**config.mk**
```make
export PLATFORM = sky130hd
export DESIGN_NAME = med_dispense_ctrl
export DESIGN_NICKNAME = d
export VERILOG_FILES = /design/src/rtl/med_pkg.sv /design/src/rtl/med_pending_arb.sv /design/src/rtl/med_dispense_ctrl.sv
export SDC_FILE = /design/constraint.sdc
export NUM_CORES = 1
export LEC_CHECK = 0
export ABC_AREA = 1
export CORE_AREA = 2 2 77 79
export CTS_CLUSTER_DIAMETER = 150
export DETAILED_ROUTE_END_ITERATION = 16
export DIE_AREA = 0 0 79 81
export PLACE_DENSITY = 0.7
export SLEW_MARGIN = 10
export SYNTH_ARGS = -nofsm -noshare
export SYNTH_HDL_FRONTEND = slang
export SYNTH_SLANG_ARGS = --single-unit
```
**constraint.sdc**
```tcl
create_clock -name clk -period 2.84 [get_ports clk]
set_input_delay 0.71 -clock clk [delete_from_list [all_inputs] [get_ports clk]]
set_output_delay 0.71 -clock clk [all_outputs]
set_load 0.03 [all_outputs]
```
**src/rtl/med_pkg.sv**
```systemverilog
// Shared types and defaults for the medication dispenser datapath.
package med_pkg;

    localparam int NUM_MED           = 4;
    localparam int SEL_W             = 2;
    localparam int DEF_STOCK_W       = 5;
    localparam int DEF_MOTOR_TIMEOUT = 15;
    localparam int DEF_ACK_TIMEOUT   = 63;
    localparam int DEF_MISS_W        = 4;

    typedef enum logic [1:0] {
        IDLE,
        MOTOR,
        ALERT,
        FAULT
    } state_t;

endpackage

```
**src/rtl/med_pending_arb.sv**
```systemverilog
// Dose-due edge detect, sticky pending bits and lowest-index grant.
module med_pending_arb
    import med_pkg::*;
(
    input  logic               clk,
    input  logic               reset,
    input  logic [NUM_MED-1:0] med_due,
    input  logic               grant_clr,
    output logic               any_pending,
    output logic [SEL_W-1:0]   grant
);

    logic [NUM_MED-1:0] due_prev;
    logic [NUM_MED-1:0] pending;
    logic [NUM_MED-1:0] clr_mask;
    logic [NUM_MED-1:0] rise;

    assign rise        = med_due & ~due_prev;
    assign any_pending = |pending;
    assign clr_mask    = grant_clr ? (NUM_MED'(1) << grant) : '0;

    always_comb begin
        grant = '0;
        for (int i = NUM_MED - 1; i >= 0; i--) begin
            if (pending[i]) grant = SEL_W'(i);
        end
    end

    // A fresh rising edge wins over the grant clear of the same cycle.
    always_ff @(posedge clk or negedge reset) begin
        if (!reset) begin
            due_prev <= '0;
            pending  <= '0;
        end else begin
            due_prev <= med_due;
            pending  <= (pending & ~clr_mask) | rise;
        end
    end

endmodule

```
**src/rtl/med_dispense_ctrl.sv**
```systemverilog
// Dispense sequencer: motor handshake, patient alert, stock and miss tracking.
module med_dispense_ctrl
    import med_pkg::*;
#(
    parameter int STOCK_W       = DEF_STOCK_W,
    parameter int MOTOR_TIMEOUT = DEF_MOTOR_TIMEOUT,
    parameter int ACK_TIMEOUT   = DEF_ACK_TIMEOUT,
    parameter int MISS_W        = DEF_MISS_W
) (
    input  logic               clk,
    input  logic               reset,
    input  logic [NUM_MED-1:0] med_due,
    input  logic               refill_ld,
    input  logic [SEL_W-1:0]   refill_sel,
    input  logic [STOCK_W-1:0] refill_qty,
    input  logic               motor_done,
    input  logic               patient_ack,
    output logic               motor_en,
    output logic [SEL_W-1:0]   motor_sel,
    output logic               buzzer,
    output logic               dispensed_pulse,
    output logic [NUM_MED-1:0] empty_flags,
    output logic               fault,
    output logic [MISS_W-1:0]  missed_cnt,
    output logic               busy
);

    localparam int TMAX    = (ACK_TIMEOUT > MOTOR_TIMEOUT) ? ACK_TIMEOUT : MOTOR_TIMEOUT;
    localparam int TIMER_W = $clog2(TMAX + 1);

    state_t             state;
    state_t             next_state;
    logic [TIMER_W-1:0] timer;
    logic [STOCK_W-1:0] stock [NUM_MED];
    logic               any_pending;
    logic [SEL_W-1:0]   grant;
    logic               grant_clr;
    logic               timer_clr;
    logic               set_empty;
    logic               dec;
    logic               fault_set;
    logic               miss_inc;

    med_pending_arb u_arb (
        .clk         (clk),
        .reset       (reset),
        .med_due     (med_due),
        .grant_clr   (grant_clr),
        .any_pending (any_pending),
        .grant       (grant)
    );

    always_comb begin
        next_state = state;
        grant_clr  = 1'b0;
        timer_clr  = 1'b0;
        set_empty  = 1'b0;
        dec        = 1'b0;
        fault_set  = 1'b0;
        miss_inc   = 1'b0;
        unique case (state)
            IDLE: begin
                if (any_pending) begin
                    grant_clr = 1'b1;
                    if (stock[grant] == '0) begin
                        set_empty = 1'b1;
                    end else begin
                        next_state = MOTOR;
                        timer_clr  = 1'b1;
                    end
                end
            end
            MOTOR: begin
                if (motor_done) begin
                    dec        = 1'b1;
                    timer_clr  = 1'b1;
                    next_state = ALERT;
                end else if (timer == TIMER_W'(MOTOR_TIMEOUT)) begin
                    fault_set  = 1'b1;
                    next_state = FAULT;
                end
            end
            ALERT: begin
                if (patient_ack) begin
                    next_state = IDLE;
                end else if (timer == TIMER_W'(ACK_TIMEOUT)) begin
                    miss_inc   = 1'b1;
                    next_state = IDLE;
                end
            end
            FAULT: ;
            default: next_state = IDLE;
        endcase
    end

    always_ff @(posedge clk or negedge reset) begin
        if (!reset) begin
            state           <= IDLE;
            timer           <= '0;
            motor_sel       <= '0;
            dispensed_pulse <= 1'b0;
            fault           <= 1'b0;
            missed_cnt      <= '0;
        end else begin
            state           <= next_state;
            dispensed_pulse <= dec;
            fault           <= fault | fault_set;
            if (timer_clr) begin
                timer <= '0;
            end else if (state == MOTOR || state == ALERT) begin
                timer <= timer + 1'b1;
            end
            if (timer_clr && state == IDLE) motor_sel <= grant;
            if (miss_inc && missed_cnt != '1) missed_cnt <= missed_cnt + 1'b1;
        end
    end

    // Refill takes priority over both decrement and the empty flag set.
    always_ff @(posedge clk or negedge reset) begin
        if (!reset) begin
            for (int i = 0; i < NUM_MED; i++) stock[i] <= '0;
            empty_flags <= '0;
        end else begin
            for (int i = 0; i < NUM_MED; i++) begin
                if (refill_ld && refill_sel == SEL_W'(i)) begin
                    stock[i]       <= refill_qty;
                    empty_flags[i] <= 1'b0;
                end else begin
                    if (dec && motor_sel == SEL_W'(i)) stock[i] <= stock[i] - 1'b1;
                    if (set_empty && grant == SEL_W'(i)) empty_flags[i] <= 1'b1;
                end
            end
        end
    end

    assign motor_en = (state == MOTOR);
    assign buzzer   = (state == ALERT) || (state == FAULT);
    assign busy     = (state != IDLE);

endmodule

```
== After elaboration in Yosys (flattened, before gate mapping) ==
Cells that the tools add are included.

* Add/sub/neg operators: 6
* $mul: 0
* Divide/modulo/power cells: 0
* Order comparisons: 1
* Equal/unequal tests: 19
* Shift-type cells: 1
* Muxes and demuxes: 49
* Bitwise gates (word level): 7
* Reduce and logical (&&, ||, !) cells: 34

{| class="wikitable"
|+ Operators by type and width
! operator !! number
|-
| $mux W5 || 10
|-
| $mux W1 || 23
|-
| $mux W2 || 10
|-
| $reduce_bool A2 Y1 || 10
|-
| $sub A5 B1 Y5 const B || 4
|-
| $eq A2 B2 Y1 const B || 8
|-
| $logic_and A1 B1 Y1 || 14
|-
| $mux W6 || 2
|-
| $bmux W5 S2 || 1
|-
| $and A4 B4 Y4 || 2
|-
| $eq A2 B1 Y1 const B || 4
|-
| $logic_not A2 Y1 || 4
|-
| $not A4 Y4 || 2
|-
| $add A6 B1 Y6 const B || 1
|-
| $eq A6 B4 Y1 const B || 1
|-
| $eq A6 B6 Y1 const B || 1
|-
| $pmux W2 S3 || 1
|-
| $logic_not A5 Y1 || 1
|-
| $reduce_and A5 Y1 || 1
|-
| $add A4 B1 Y4 const B || 1
|-
| $mux W4 || 1
|-
| $ne A2 B2 Y1 const B || 2
|-
| $ne A4 B4 Y1 const B || 1
|-
| $or A4 B4 Y4 || 1
|-
| 10 further kinds || 11
|}

* Flip-flop bits (word level): 48
* Bits in latches: 0
* Memory bits (writable): 0
* Memory bits (read-only): 0
* Bits of input ports: 16
* Memories kept: 0

== Logic depth before layout (Yosys ltp) ==
Gate-level depths: netlist (run 1).

* Depth in word-level cells: 15
* Mapped depth: 11
* Mapped depth without buffers: 11

== Modules after synthesis ==
Synthesis (run 1) repeated with hierarchy kept, for this count alone.

* Cells, all modules: 303
* Area, all modules: 2,605.0 um2

{| class="wikitable"
|+ Modules (own cells, without submodules)
! module !! times used !! cells each !! area an instance (um2)
|-
| med_dispense_ctrl || 1 || 271 || 2,298.5
|-
| med_pending_arb || 1 || 32 || 306.5
|}

== Worst setup path after synthesis (run 1) ==
Ideal clock, no wire load.

* Path kind: register -> register
* From: reg state[1]
* To: reg stock[11] in the netlist's numbering
* Arrival: 1,567 ps
* Data required time: 2,703 ps
* Setup slack: 1,135 ps
* Stages on the path, launching flop included: 9
* Period minus slack after synthesis: 1,705 ps
* Path through: dfrtp_1 > inv_1 > ha_1 > nand2_2 > nor3_2 > or2_1 > inv_2 > nand2_1 > o221ai_1

* Cells in the longest elaborated chain, start to end: 4

{| class="wikitable"
|+ Ends and longest elaborated chain
! what !! line !! source
|-
| start, declared || med_dispense_ctrl.sv:31 || <nowiki>state_t state;</nowiki>
|-
| start signal, assigned || med_dispense_ctrl.sv:105 || <nowiki>state <= next_state;</nowiki>
|-
| $eq A2 B1 Y1 || -- ||
|-
| net motor_en || med_dispense_ctrl.sv:18 || <nowiki>output logic motor_en,</nowiki>
|-
| $mux W1 || med_dispense_ctrl.sv:61 || <nowiki>unique case (state)</nowiki>
|-
| $logic_and A1 B1 Y1 || med_dispense_ctrl.sv:129 || <nowiki>if (dec && motor_sel == SEL_W'(i)) stock[i] <= stock[i] - 1'b1;</nowiki>
|-
| $reduce_bool A2 Y1 (no line) || -- ||
|-
| end signal, assigned by index || med_dispense_ctrl.sv:126 || <nowiki>stock[i] <= refill_qty;</nowiki>
|-
| end signal, assigned by index || med_dispense_ctrl.sv:129 ||
|-
| end, declared || med_dispense_ctrl.sv:34 || <nowiki>logic [STOCK_W-1:0] stock [NUM_MED];</nowiki>
|}

The timed path passes the listed nets, and every way through them passes these cells.
A chain may end at the register's enable or synchronous reset.

== Worst setup path in the final report (run 1) ==
* From: reg state[0]
* To: out busy

* Cells in the longest elaborated chain, start to end: 1

{| class="wikitable"
|+ Ends and longest elaborated chain
! what !! line !! source
|-
| $reduce_bool A2 Y1 || med_dispense_ctrl.sv:138 || <nowiki>assign busy = (state != IDLE);</nowiki>
|-
| end, declared || med_dispense_ctrl.sv:25 || <nowiki>output logic busy</nowiki>
|}

No other way between the ends.

==> results.md, run 1 <==
* Io pins at 31
* Clk root buf: clkbuf_8
* RSZ-0062 raised after global routing: false
* Worst Path Required at 2.13 ns
* Most frequent cells in the layout: nand2_1, inv_1, dfrtp_1, clkdlybuf4s50_1, nand3_1
* Clock sink count at 48
* FMAX at 0.388 GHz
* Worst skew pair latency at 0.30 ns
* Post-synth top flop: dfrtp_1
* Setup CP Type: reg -> out
* Post-CTS sizing at 0
* Slew Viols, Final at 0
* Mux cell area share after synthesis at 0.421%
* Highest Signal Layer: met4
* Syn Std Cell Area at 2680 um^2
* Wl on met1 at 2.50 mm
* Cell count after synthesis at 307
* Area growth from synthesis to layout at 17.5%
* Routed vias at 2079
* Commonest non-fill, non-tap cell in the layout: nand2_1
* Syn Nets at 333
* Count of flip-flops with a built-in enable after synthesis at 0
* Endpoints failing hold at 0
* GRT Residual Overflow at 0
* Die height at 81 um
* VDD IR max at 0.431 mV
* Crit path time final at 2.57 ns
* Post-CTS Hold Fix Bufs at 0
* Crit share post-route at 90.6%
* Buffers on Ports at 30
* ANT nets after route at 0
* Antenna diode instance count at 0
* CP max FO at 8
* Initial DRC count at 118
* Clock buffer count from CTS at 5
* Syn Area/Cell at 8.71 um^2
* Final setup TNS at 0 ns
* Gr usage total at 18.0%
* Worst min path class: reg -> reg
* Sequential fraction of the synthesis area at 44.9%
* First-pass GRT wire length at 9.00 mm
* RePlAce Congestion at 0.856
* Core ar. at 5680 um^2
* Critical Path AT at 1.86 ns
* CTS tree: built
* Area of the die at 6400 um^2
* Post-Synth XOR/XNOR Area at 3.93%
* Vias per cell at 4.96
* Clock buffer depth at 2
* PD cells at 888 nW/um^2
* NumNets Final at 370
* Synth Area in Compound Gates at 11.4%
* DIE WIDTH at 79 um
* Number of global-route vias before repair at 1944
* Wire length on met2 at 2.45 mm
* Largest net degree at the start of global routing at 49
* Synthesized flop and latch total at 48
* Slew headroom at 60.0%
* Clock-pin slew on the worst setup and hold paths at 0.08 ns
* Lkg Pwr at 0.00148 uW
* Setup Viol. Count Final at 0
* Clock H-tree levels at 2
* Layout cell share with drive strength beyond 1 at 14.8%
* Number of fill cells at 554
* Post-CTS Setup Inserts at 0
* CP Launch Type: flip-flop
* Row Count at 28
* Actual slew at the worst max-slew pin at 0.601 ns
* WL met3 at 148 um
* Routed WL at 5.16 mm
* Largest family of logic cells by synthesized area: simple AND/OR/NAND/NOR gates
* Status: completed
* Yosys warns at 0
* Netlist cell types at 31
* Initial antenna violation count at 0
* DRT Pass-1 Iters at 4
* Share of synthesized cell area in full adder, half adder and majority cells at 4.68%
* Async set or reset register ratio after synthesis at 100%
* Wire per inst at 12.3 um
* Worst hold slack at 0.421 ns
* Overall Power at 2790 uW
* Post-synthesis simple-gate area fraction at 25.7%
* Clock skew at 0.0110 ns
* Maxcap violations at 0
* Initial Util at 47.1%
* Remaining DRCs at 0
* Worst Setup End Kind: primary output
* Hpwl dp at 4.01 mm
==> final cells by class <==
type	count	area (um^2)	share of cell area [%]
repair buffers	31	303	9.63
well taps	75	93.8	2.98
multi-input cells	195	1230	39.2
clock inverters	1	5.00	0.159
flip-flops and latches	48	1200	38.2
clock buffers	6	72.6	2.31
inverters	63	236	7.52
==> path summary, 6_finish.rpt <==
kind | from | endpoint | slack [ns] | cells after the start
setup / recovery | state[0] | busy | 0.27 | 4
hold / removal | u_arb.due_prev[2] | u_arb.pending[2] | 0.42 | 1
setup reg to reg | state[1] | stock[9] | 1.07 | 8
hold reg to reg | u_arb.due_prev[2] | u_arb.pending[2] | 0.42 | 1
max in group asynchronous | reset | empty_flags[2] | 1.93 | 2
min in group asynchronous | reset | missed_cnt[1] | 0.50 | 2
==> cells by family (layout without fill, tap and decap cells) <==
family | Yosys count | count (layout)
mux | 1 | 1
fa+ha+maj | 10 | 10
compound gates | 44 | 44
simple gates | 128 | 128
flops | 48 | 48
xor+xnor | 12 | 12
buf+inv | 64 | 101
==> synth_stat cells, drive strengths merged, types with 2 or more instances <==
cell / instances / area share [%]
nand3: 22 / 4.3
inv: 62 / 8.7
xor2: 9 / 2.9
ha: 10 / 4.7
dfrtp: 48 / 45
nor2: 24 / 4.2
o221ai: 15 / 4.9
a21oi: 13 / 2.4
nand4: 8 / 1.9
a211oi: 4 / 1.1
xnor2: 3 / 0.98
or2: 4 / 0.94
o21bai: 2 / 0.98
nor3: 13 / 5.4
nand2: 57 / 8.9
o21ai: 9 / 1.7
==> registers in the layout, indices dropped and copies added (netlist names) <==
register and cells:
stock 20, timer 6, empty_flags 4, missed_cnt 4
u_arb.due_prev 4, u_arb.pending 4, motor_sel 2, state 2
dispensed_pulse 1, fault 1
==> per-stage QoR <==
step           worst slack (ns)  cell area [um^2]  util [%]  cells
2_1_floorplan              1.14              2680         -    307
3_3_place_gp              0.606              3070      54.0    412
3_5_place_dp              0.583              3070      54.0    412
4_1_cts                   0.244              3140      55.4    419
5_1_grt                   0.129              3140      55.4    419
6_report                  0.266              3140      55.4    419
==> routing by layer <==
layer | vias to the layer above | track usage, %
met4 | 0 | 5.17
met2 | 30 | 28.2
met5 | - | 0
met1 | 961 | 25.4
li1 | 1083 | -
met3 | 5 | 3.78
==> worst max-delay path, stage by stage (launching register included) <==
cell             delay (ns)
dfrtp_1                0.39
inv_1                  0.08
ha_1                   0.29
inv_1                  0.13
clkdlybuf4s50_1        0.67
==> where the power goes <==
group | internal, uW | leakage, uW | switching, uW
clock | 168 | 0.0000410 | 214
combinational | 524 | 0.000833 | 847
sequential | 883 | 0.000603 | 156
total | 1570 | 0.00148 | 1220
(Power assumes the default switching activity.)
==> run 2, diff against run 1 <==
--- a/config.mk
+++ b/config.mk
@@ -6,12 +6,14 @@
 export NUM_CORES = 1
 export LEC_CHECK = 0
 export ABC_AREA = 1
-export CORE_AREA = 2 2 77 79
+export CORE_AREA = 2 2 76 78
 export CTS_CLUSTER_DIAMETER = 150
 export DETAILED_ROUTE_END_ITERATION = 16
-export DIE_AREA = 0 0 79 81
+export DIE_AREA = 0 0 78 80
+export GPL_TIMING_DRIVEN = 0
 export PLACE_DENSITY = 0.7
 export SLEW_MARGIN = 10
 export SYNTH_ARGS = -nofsm -noshare
 export SYNTH_HDL_FRONTEND = slang
+export SYNTH_HIERARCHICAL = 1
 export SYNTH_SLANG_ARGS = --single-unit
==> run 2 against run 1 <==
- synthesized cell count down 1.3%
- critical path depth unchanged
- hold slack worse by 0.043 ns
- fmax up 0.82%
- clock power up 7.6%
- first-iteration DRC count down 32%
- register-to-register slack worse by 0.04 ns
==> results.md, run 2 <==
* DIE WIDTH at 78 um (was 79 um)
* Top reg by flops: stock (unchanged)
* Highest Signal Layer: met4 (unchanged)
* Lkg Pwr at 0.00146 uW (was 0.00148 uW)
* Actual slew at the worst max-slew pin at 0.512 ns (was 0.601 ns)
* Most frequent cells in the layout: nand2_1, dfrtp_1, inv_1, clkdlybuf4s50_1, nor2_1 (was nand2_1, inv_1, dfrtp_1, clkdlybuf4s50_1, nand3_1)
* Wl on met1 at 2.44 mm (was 2.50 mm)
* Top Registers: stock: 20 flops, timer: 6 flops (unchanged)
* Routed WL at 5.19 mm (was 5.16 mm)
* Post-CTS sizing at 0 (unchanged)
* Area of the die at 6240 um^2 (was 6400 um^2)
* Worst hold slack at 0.378 ns (was 0.421 ns)
* Antenna diode instance count at 0 (unchanged)
* VDD IR max at 0.508 mV (was 0.431 mV)
* Count of flip-flops with a built-in enable after synthesis at 0 (unchanged)
* Worst min path class: in -> async (was reg -> reg)
* GRT Residual Overflow at 0 (unchanged)
* Async set or reset register ratio after synthesis at 100% (unchanged)
* Io pins at 31 (unchanged)
* Clk root buf: clkbuf_8 (unchanged)
* Post-synth top flop: dfrtp_1 (unchanged)
* Clock sink count at 48 (unchanged)
* Wire length on met2 at 2.40 mm (was 2.45 mm)
* Yosys warns at 6 (was 0)
* RePlAce Congestion at 0.856 (about the same)
* Core ar. at 5410 um^2 (was 5680 um^2)
* Row Count at 27 (was 28)
* Vias per cell at 5.11 (was 4.96)
* Sequential fraction of the synthesis area at 46.1% (was 44.9%)
* Initial Util at 48.2% (was 47.1%)
* Gr usage total at 18.9% (was 18.0%)
* Syn Std Cell Area at 2600 um^2 (was 2680 um^2)
* Syn Nets at 329 (was 333)
* CP Launch Type: flip-flop (unchanged)
* RSZ-0062 raised after global routing: false (unchanged)
* Remaining DRCs at 0 (unchanged)
* Synth cell count leaders: nand2_1, dfrtp_1, inv_1, nor2_1, nand3_1 (was nand2_1, dfrtp_1, inv_1, nand3_1, nor2_1)
* Reg2reg path depth at 11 (was 8)
* Syn Area/Cell at 8.60 um^2 (was 8.71 um^2)
* Setup CP Type: reg -> out (unchanged)
* First-pass GRT wire length at 9.19 mm (was 9.00 mm)
* ANT nets after route at 0 (unchanged)
* Area growth from synthesis to layout at 19.0% (was 17.5%)
* Crit share post-route at 89.9% (was 90.6%)
* Crit path time final at 2.55 ns (was 2.57 ns)
* Count leader, synth: nand2_1 (unchanged)
* Cell count after synthesis at 303 (was 307)
* Worst Setup End Kind: primary output (unchanged)
* Area fraction of the dominant cell type after synthesis at 46.1% (was 44.9%)
* Status: completed (unchanged)
* Slew Viols, Final at 0 (unchanged)
* Largest net degree at the start of global routing at 28 (was 49)
* Endpoints failing hold at 0 (unchanged)
* WL met3 at 247 um (was 148 um)
* Commonest non-fill, non-tap cell in the layout: nand2_1 (unchanged)
* Layout cell share with drive strength beyond 1 at 12.9% (was 14.8%)
* Clock H-tree levels at 2 (unchanged)
* Synthesized flop and latch total at 48 (unchanged)
* Wire per inst at 12.5 um (was 12.3 um)
* PD cells at 891 nW/um^2 (was 888 nW/um^2)
* Number of global-route vias before repair at 2022 (was 1944)
* Post-CTS Setup Inserts at 0 (unchanged)
* Post-CTS Hold Fix Bufs at 0 (unchanged)
* FMAX at 0.392 GHz (was 0.388 GHz)
* Initial antenna violation count at 0 (unchanged)
* Netlist cell types at 31 (unchanged)
* Placed inst area at 3010 um^2 (was 3070 um^2)
* Hpwl dp at 4.03 mm (was 4.01 mm)
* Clock buffer count from CTS at 5 (unchanged)
* DRT Pass-1 Iters at 5 (was 4)
* Critical Path AT at 1.84 ns (was 1.86 ns)
* CTS tree: built (unchanged)
* Ranking of synthesized cells by area: dfrtp_1, nand2_1, inv_1 (unchanged)
* Slew headroom at 65.8% (was 60.0%)
* Largest area contributor in the netlist: dfrtp_1 (unchanged)
* Final Cell Area at 3100 um^2 (was 3140 um^2)
* Buffers on Ports at 30 (unchanged)
* Clock buffer depth at 2 (unchanged)
* Clock-pin slew on the worst setup and hold paths at 0.08 ns (about the same)
* Worst Path Required at 2.13 ns (about the same)
* CP max FO at 7 (was 8)
* Setup Viol. Count Final at 0 (unchanged)
* Die height at 80 um (was 81 um)
* Routed vias at 2115 (was 2079)
* Clock skew at 0.00722 ns (was 0.0110 ns)
* Maxcap violations at 0 (unchanged)
* Number of fill cells at 532 (was 554)
* Worst skew pair latency at 0.29 ns (was 0.30 ns)
* NumNets Final at 367 (was 370)
* Largest register FFs at 20 (unchanged)
* Initial DRC count at 80 (was 118)
[run 2: cell count changes in the layout (fill, tap and decap cells not counted), moves of 2 or more]
| cell | before | now |
|---|---|---|
| o221ai_1 | 15 | 12 |
| nand3_2 | 1 | 5 |
| xnor2_1 | 3 | 6 |
| inv_1 | 48 | 42 |
| nor2_4 | 2 | 0 |
| nor2_1 | 19 | 28 |
| nor3_4 | 4 | 1 |
| o21ai_1 | 3 | 5 |
| nand4_1 | 8 | 2 |
| or2_2 | 2 | 0 |
| nand2_2 | 7 | 2 |
| o21ai_0 | 6 | 3 |
| nand2_1 | 49 | 54 |
[run 2: cells by family after synthesis]
family                     synth area share, %
buffers and inverters                     8.21
DFF                                       46.1
and+or+nand+nor                           24.5
AOI/OAI and AO/OA                         10.5
adders and majority gates                 4.80
xor gates and xnor gates                  5.38
muxes                                    0.432
[run 2: layer usage]
layer  track usage, %  vias to the layer above
li1                 -                     1062
met1             24.8                      991
met2             31.0                       52
met3             4.30                       10
met4             6.32                        0
met5                0                        -
[run 2: area by class of cell]
type	count	area [um^2]	share of cell area, %
repair buffers	31	315	10.2
inverters	57	214	6.90
multi-input cells	198	1190	38.4
well taps	72	90.1	2.91
flip-flops and latches	48	1200	38.7
clock buffers	8	90.1	2.91
[run 2: critical path, stage by stage (launching register included)]
cell             delay (ns)
dfrtp_1                0.41
inv_1                  0.09
ha_1                   0.31
inv_1                  0.08
clkdlybuf4s50_1        0.66
[run 2: path summary, 6_finish.rpt]
path,slack [ns],endpoint,startpoint
worst max-delay path,0.29,busy,state[0]
worst min-delay path,0.38,state[0],reset
worst max register to register,1.03,motor_sel[1],u_arb/pending[2]
worst min register to register,0.42,u_arb/pending[2],u_arb/due_prev[2]
max in group asynchronous,1.94,stock[17],reset
min in group clk,0.42,u_arb/pending[2],u_arb/due_prev[2]
[run 2: per-stage QoR]
stage | power [uW] | setup TNS (ns) | cells | worst slack (ns) | utilization, %
after floorplan | 1990 | 0 | 303 | 1.12 | -
after global placement | 2320 | -16.83 | 405 | -0.352 | 55.4
after detailed placement | 2370 | 0 | 406 | 0.611 | 55.7
after CTS | 2790 | 0 | 414 | 0.275 | 57.4
after global routing | 3000 | 0 | 414 | 0.182 | 57.4
final | 2760 | 0 | 414 | 0.287 | 57.4
[run 2: power by group]
part	switching, uW	total (uW)	leakage (uW)	internal [uW]
sequential	166	1050	0.000594	884
clock	212	411	0.0000455	199
combinational	800	1300	0.000824	500
total	1180	2760	0.00146	1580
==> run 3, diff against run 2 <==
--- a/config.mk
+++ b/config.mk
@@ -6,12 +6,12 @@
 export NUM_CORES = 1
 export LEC_CHECK = 0
 export ABC_AREA = 1
-export CORE_AREA = 2 2 76 78
+export CORE_AREA = 2 2 80 74
 export CTS_CLUSTER_DIAMETER = 150
 export DETAILED_ROUTE_END_ITERATION = 16
-export DIE_AREA = 0 0 78 80
+export DIE_AREA = 0 0 82 76
 export GPL_TIMING_DRIVEN = 0
-export PLACE_DENSITY = 0.7
+export PLACE_DENSITY = 0.71
 export SLEW_MARGIN = 10
 export SYNTH_ARGS = -nofsm -noshare
 export SYNTH_HDL_FRONTEND = slang
==> run 3 against run 2 <==
- setup slack got worse by 0.011 ns
- first-iteration DRC count rose by 75%
- combinational power barely moved
- non-clock buffer count did not move
- hold slack improved by 0.0062 ns
- clock skew rose by 0.0026 ns
- global-route usage fell by 0.51 points
- sequential cell count did not move
- wire length fell by 3.1%
- count of clock-buffer cells in the layout fell by 1
- critical path type unchanged
- critical endpoint unchanged
- largest power group unchanged
- highest routed layer unchanged
==> results.md, run 3 (synthesized netlist as in run 2, its figures left out) <==
* Status: completed (unchanged)
* Actual slew at the worst max-slew pin at 0.563 ns (was 0.512 ns)
* Io pins at 31 (unchanged)
* Post-layout util at 56.8% (was 57.4%)
* Initial Util at 47.7% (was 48.2%)
* Crit path buf inv count at 3 (unchanged)
* Setup CP Type: reg -> out (unchanged)
* Slew Viols, Final at 0 (unchanged)
* VDD IR max at 0.366 mV (was 0.508 mV)
* Routed vias at 2036 (was 2115)
* Crit share post-route at 90.3% (was 89.9%)
* Placed inst area at 3010 um^2 (about the same)
* Number of global-route vias before repair at 1907 (was 2022)
* Gr usage total at 18.4% (was 18.9%)
* Reg2reg start: state[1] (was u_arb/pending[2])
* Endpoints failing hold at 0 (unchanged)
* Setup WS post-layout at 0.276 ns (was 0.287 ns)
* Most frequent cells in the layout: nand2_1, dfrtp_1, inv_1, clkdlybuf4s50_1, nor2_1 (unchanged)
* Vias per cell at 4.94 (was 5.11)
* Setup crit start: state[0] (unchanged)
* Core ar. at 5470 um^2 (was 5410 um^2)
* Largest register FFs at 20 (unchanged)
* Area growth from synthesis to layout at 19.1% (was 19.0%)
* Antenna diode instance count at 0 (unchanged)
* Routed WL at 5.03 mm (was 5.19 mm)
* Maxcap violations at 0 (unchanged)
* Clock buffer count from CTS at 5 (unchanged)
* DIE WIDTH at 82 um (was 78 um)
* Layout cell share with drive strength beyond 1 at 13.2% (was 12.9%)
* Critical Path AT at 1.85 ns (was 1.84 ns)
* Initial DRC count at 140 (was 80)
* Post-CTS Hold Fix Bufs at 0 (unchanged)
* Initial antenna violation count at 0 (unchanged)
* First-pass GRT wire length at 8.90 mm (was 9.19 mm)
* CP max stage delay at 0.66 ns (about the same)
* Post-CTS Setup Inserts at 0 (unchanged)
* CP max-delay cell: clkdlybuf4s50_1 (unchanged)
* CP max FO at 7 (unchanged)
* Worst skew pair latency at 0.31 ns (was 0.29 ns)
* Hpwl dp at 3.87 mm (was 4.03 mm)
* Wire per inst at 12.2 um (was 12.5 um)
* Clock skew at 0.00982 ns (was 0.00722 ns)
* CP Launch Type: flip-flop (unchanged)
* Largest net degree at the start of global routing at 26 (was 28)
* Clock sink count at 48 (unchanged)
* Number of fill cells at 497 (was 532)
* Clock buffer depth at 2 (unchanged)
* Final Cell Area at 3100 um^2 (about the same)
* Die height at 76 um (was 80 um)
* Worst Path Required at 2.13 ns (about the same)
* Worst min path class: in -> async (unchanged)
* RePlAce Congestion at 0.797 (was 0.856)
* Sequential Area at 1200 um^2 (unchanged)
* Clock-pin slew on the worst setup and hold paths at 0.09 ns (was 0.08 ns)
* Crit path time final at 2.56 ns (was 2.55 ns)
* Row Count at 26 (was 27)
* Lkg Pwr at 0.00146 uW (about the same)
* Worst slack at placement at 0.604 ns (was 0.611 ns)
* NumNets Final at 367 (unchanged)
* Area of the die at 6230 um^2 (was 6240 um^2)
* Crit path cell chain: inv_1 -> ha_1 -> inv_1 -> clkdlybuf4s50_1 (unchanged)
* CP dominant cell by count: inv_1 (unchanged)
* Buffers on Ports at 30 (unchanged)
* Top reg by flops: stock (unchanged)
* Clock H-tree levels at 2 (unchanged)
* CTS tree: built (unchanged)
* DRT Pass-1 Iters at 4 (was 5)
* Worst hold slack at 0.384 ns (was 0.378 ns)
* Setup Viol. Count Final at 0 (unchanged)
* Clk root buf: clkbuf_8 (unchanged)
* Post-CTS sizing at 0 (unchanged)
* Commonest non-fill, non-tap cell in the layout: nand2_1 (unchanged)
* Top Registers: stock: 20 flops, timer: 6 flops (unchanged)
* ANT nets after route at 0 (unchanged)
* FMAX at 0.390 GHz (was 0.392 GHz)
* Overall Power at 2770 uW (was 2760 uW)
* Multi-input combinational cell area at 1190 um^2 (unchanged)
* RSZ-0062 raised after global routing: false (unchanged)
* Worst Setup End Kind: primary output (unchanged)
* PD cells at 894 nW/um^2 (was 891 nW/um^2)
* Kind of cell adding the most delay to the critical path: buffers and inverters (unchanged)
* Slew headroom at 62.5% (was 65.8%)
* GRT Residual Overflow at 0 (unchanged)
* Remaining DRCs at 0 (unchanged)
==> run 3: cell count changes in the layout (fill, tap and decap cells not counted) <==
cell / change
clkbuf_1: -1
clkinvlp_4: +1
==> run 3: power breakdown <==
group / internal [uW] / switching (uW) / total (uW)
registers: 884 / 163 / 1050
clock network: 198 / 233 / 432
logic: 501 / 794 / 1300
==> run 3: final timing paths <==
kind / endpoint / slack (ns) / cells after the start
worst min register to register: u_arb/pending[0] / 0.42 / 1
worst max-delay path: busy / 0.28 / 4
worst max register to register: stock[0] / 1.05 / 8
max in group asynchronous: stock[17] / 1.92 / 2
min in group clk: u_arb/pending[0] / 0.42 / 1
worst min-delay path: missed_cnt[2] / 0.38 / 1
==> run 3: cell type report <==
cell class                 instances  share of cell area [%]
inverter                          57                    6.90
multi-input combinational        198                    38.4
timing repair buffer              31                    10.2
tap                               70                    2.82
clock inverter                     1                   0.242
clock buffer                       7                    2.78
sequential                        48                    38.7
==> run 3: per-stage QoR <==
stage / std cells / TNS [ns]
after floorplan: 303 / 0
after global routing: 412 / 0
final: 412 / 0
after global placement: 403 / -18.40
after CTS: 412 / 0
after detailed placement: 404 / 0
==> run 3: routing by layer <==
| layer | GRT usage [%] | routed length [um] |
|---|---|---|
| met5 | 0 | 0 |
| met3 | 3.67 | 154 |
| met4 | 6.00 | 60 |
| met2 | 27.1 | 2310 |
| met1 | 27.1 | 2500 |
==> run 3: worst register-to-register path: cells and delay by family, from the launching register on <==
kind                     cells  cell delay (ns)
flip-flops                   1             0.43
adder cells (fa/ha/maj)      1             0.26
AO/OA/AOI/OAI                1             0.10
buffers and inverters        2             0.15
AND/OR/NAND/NOR              4             0.71
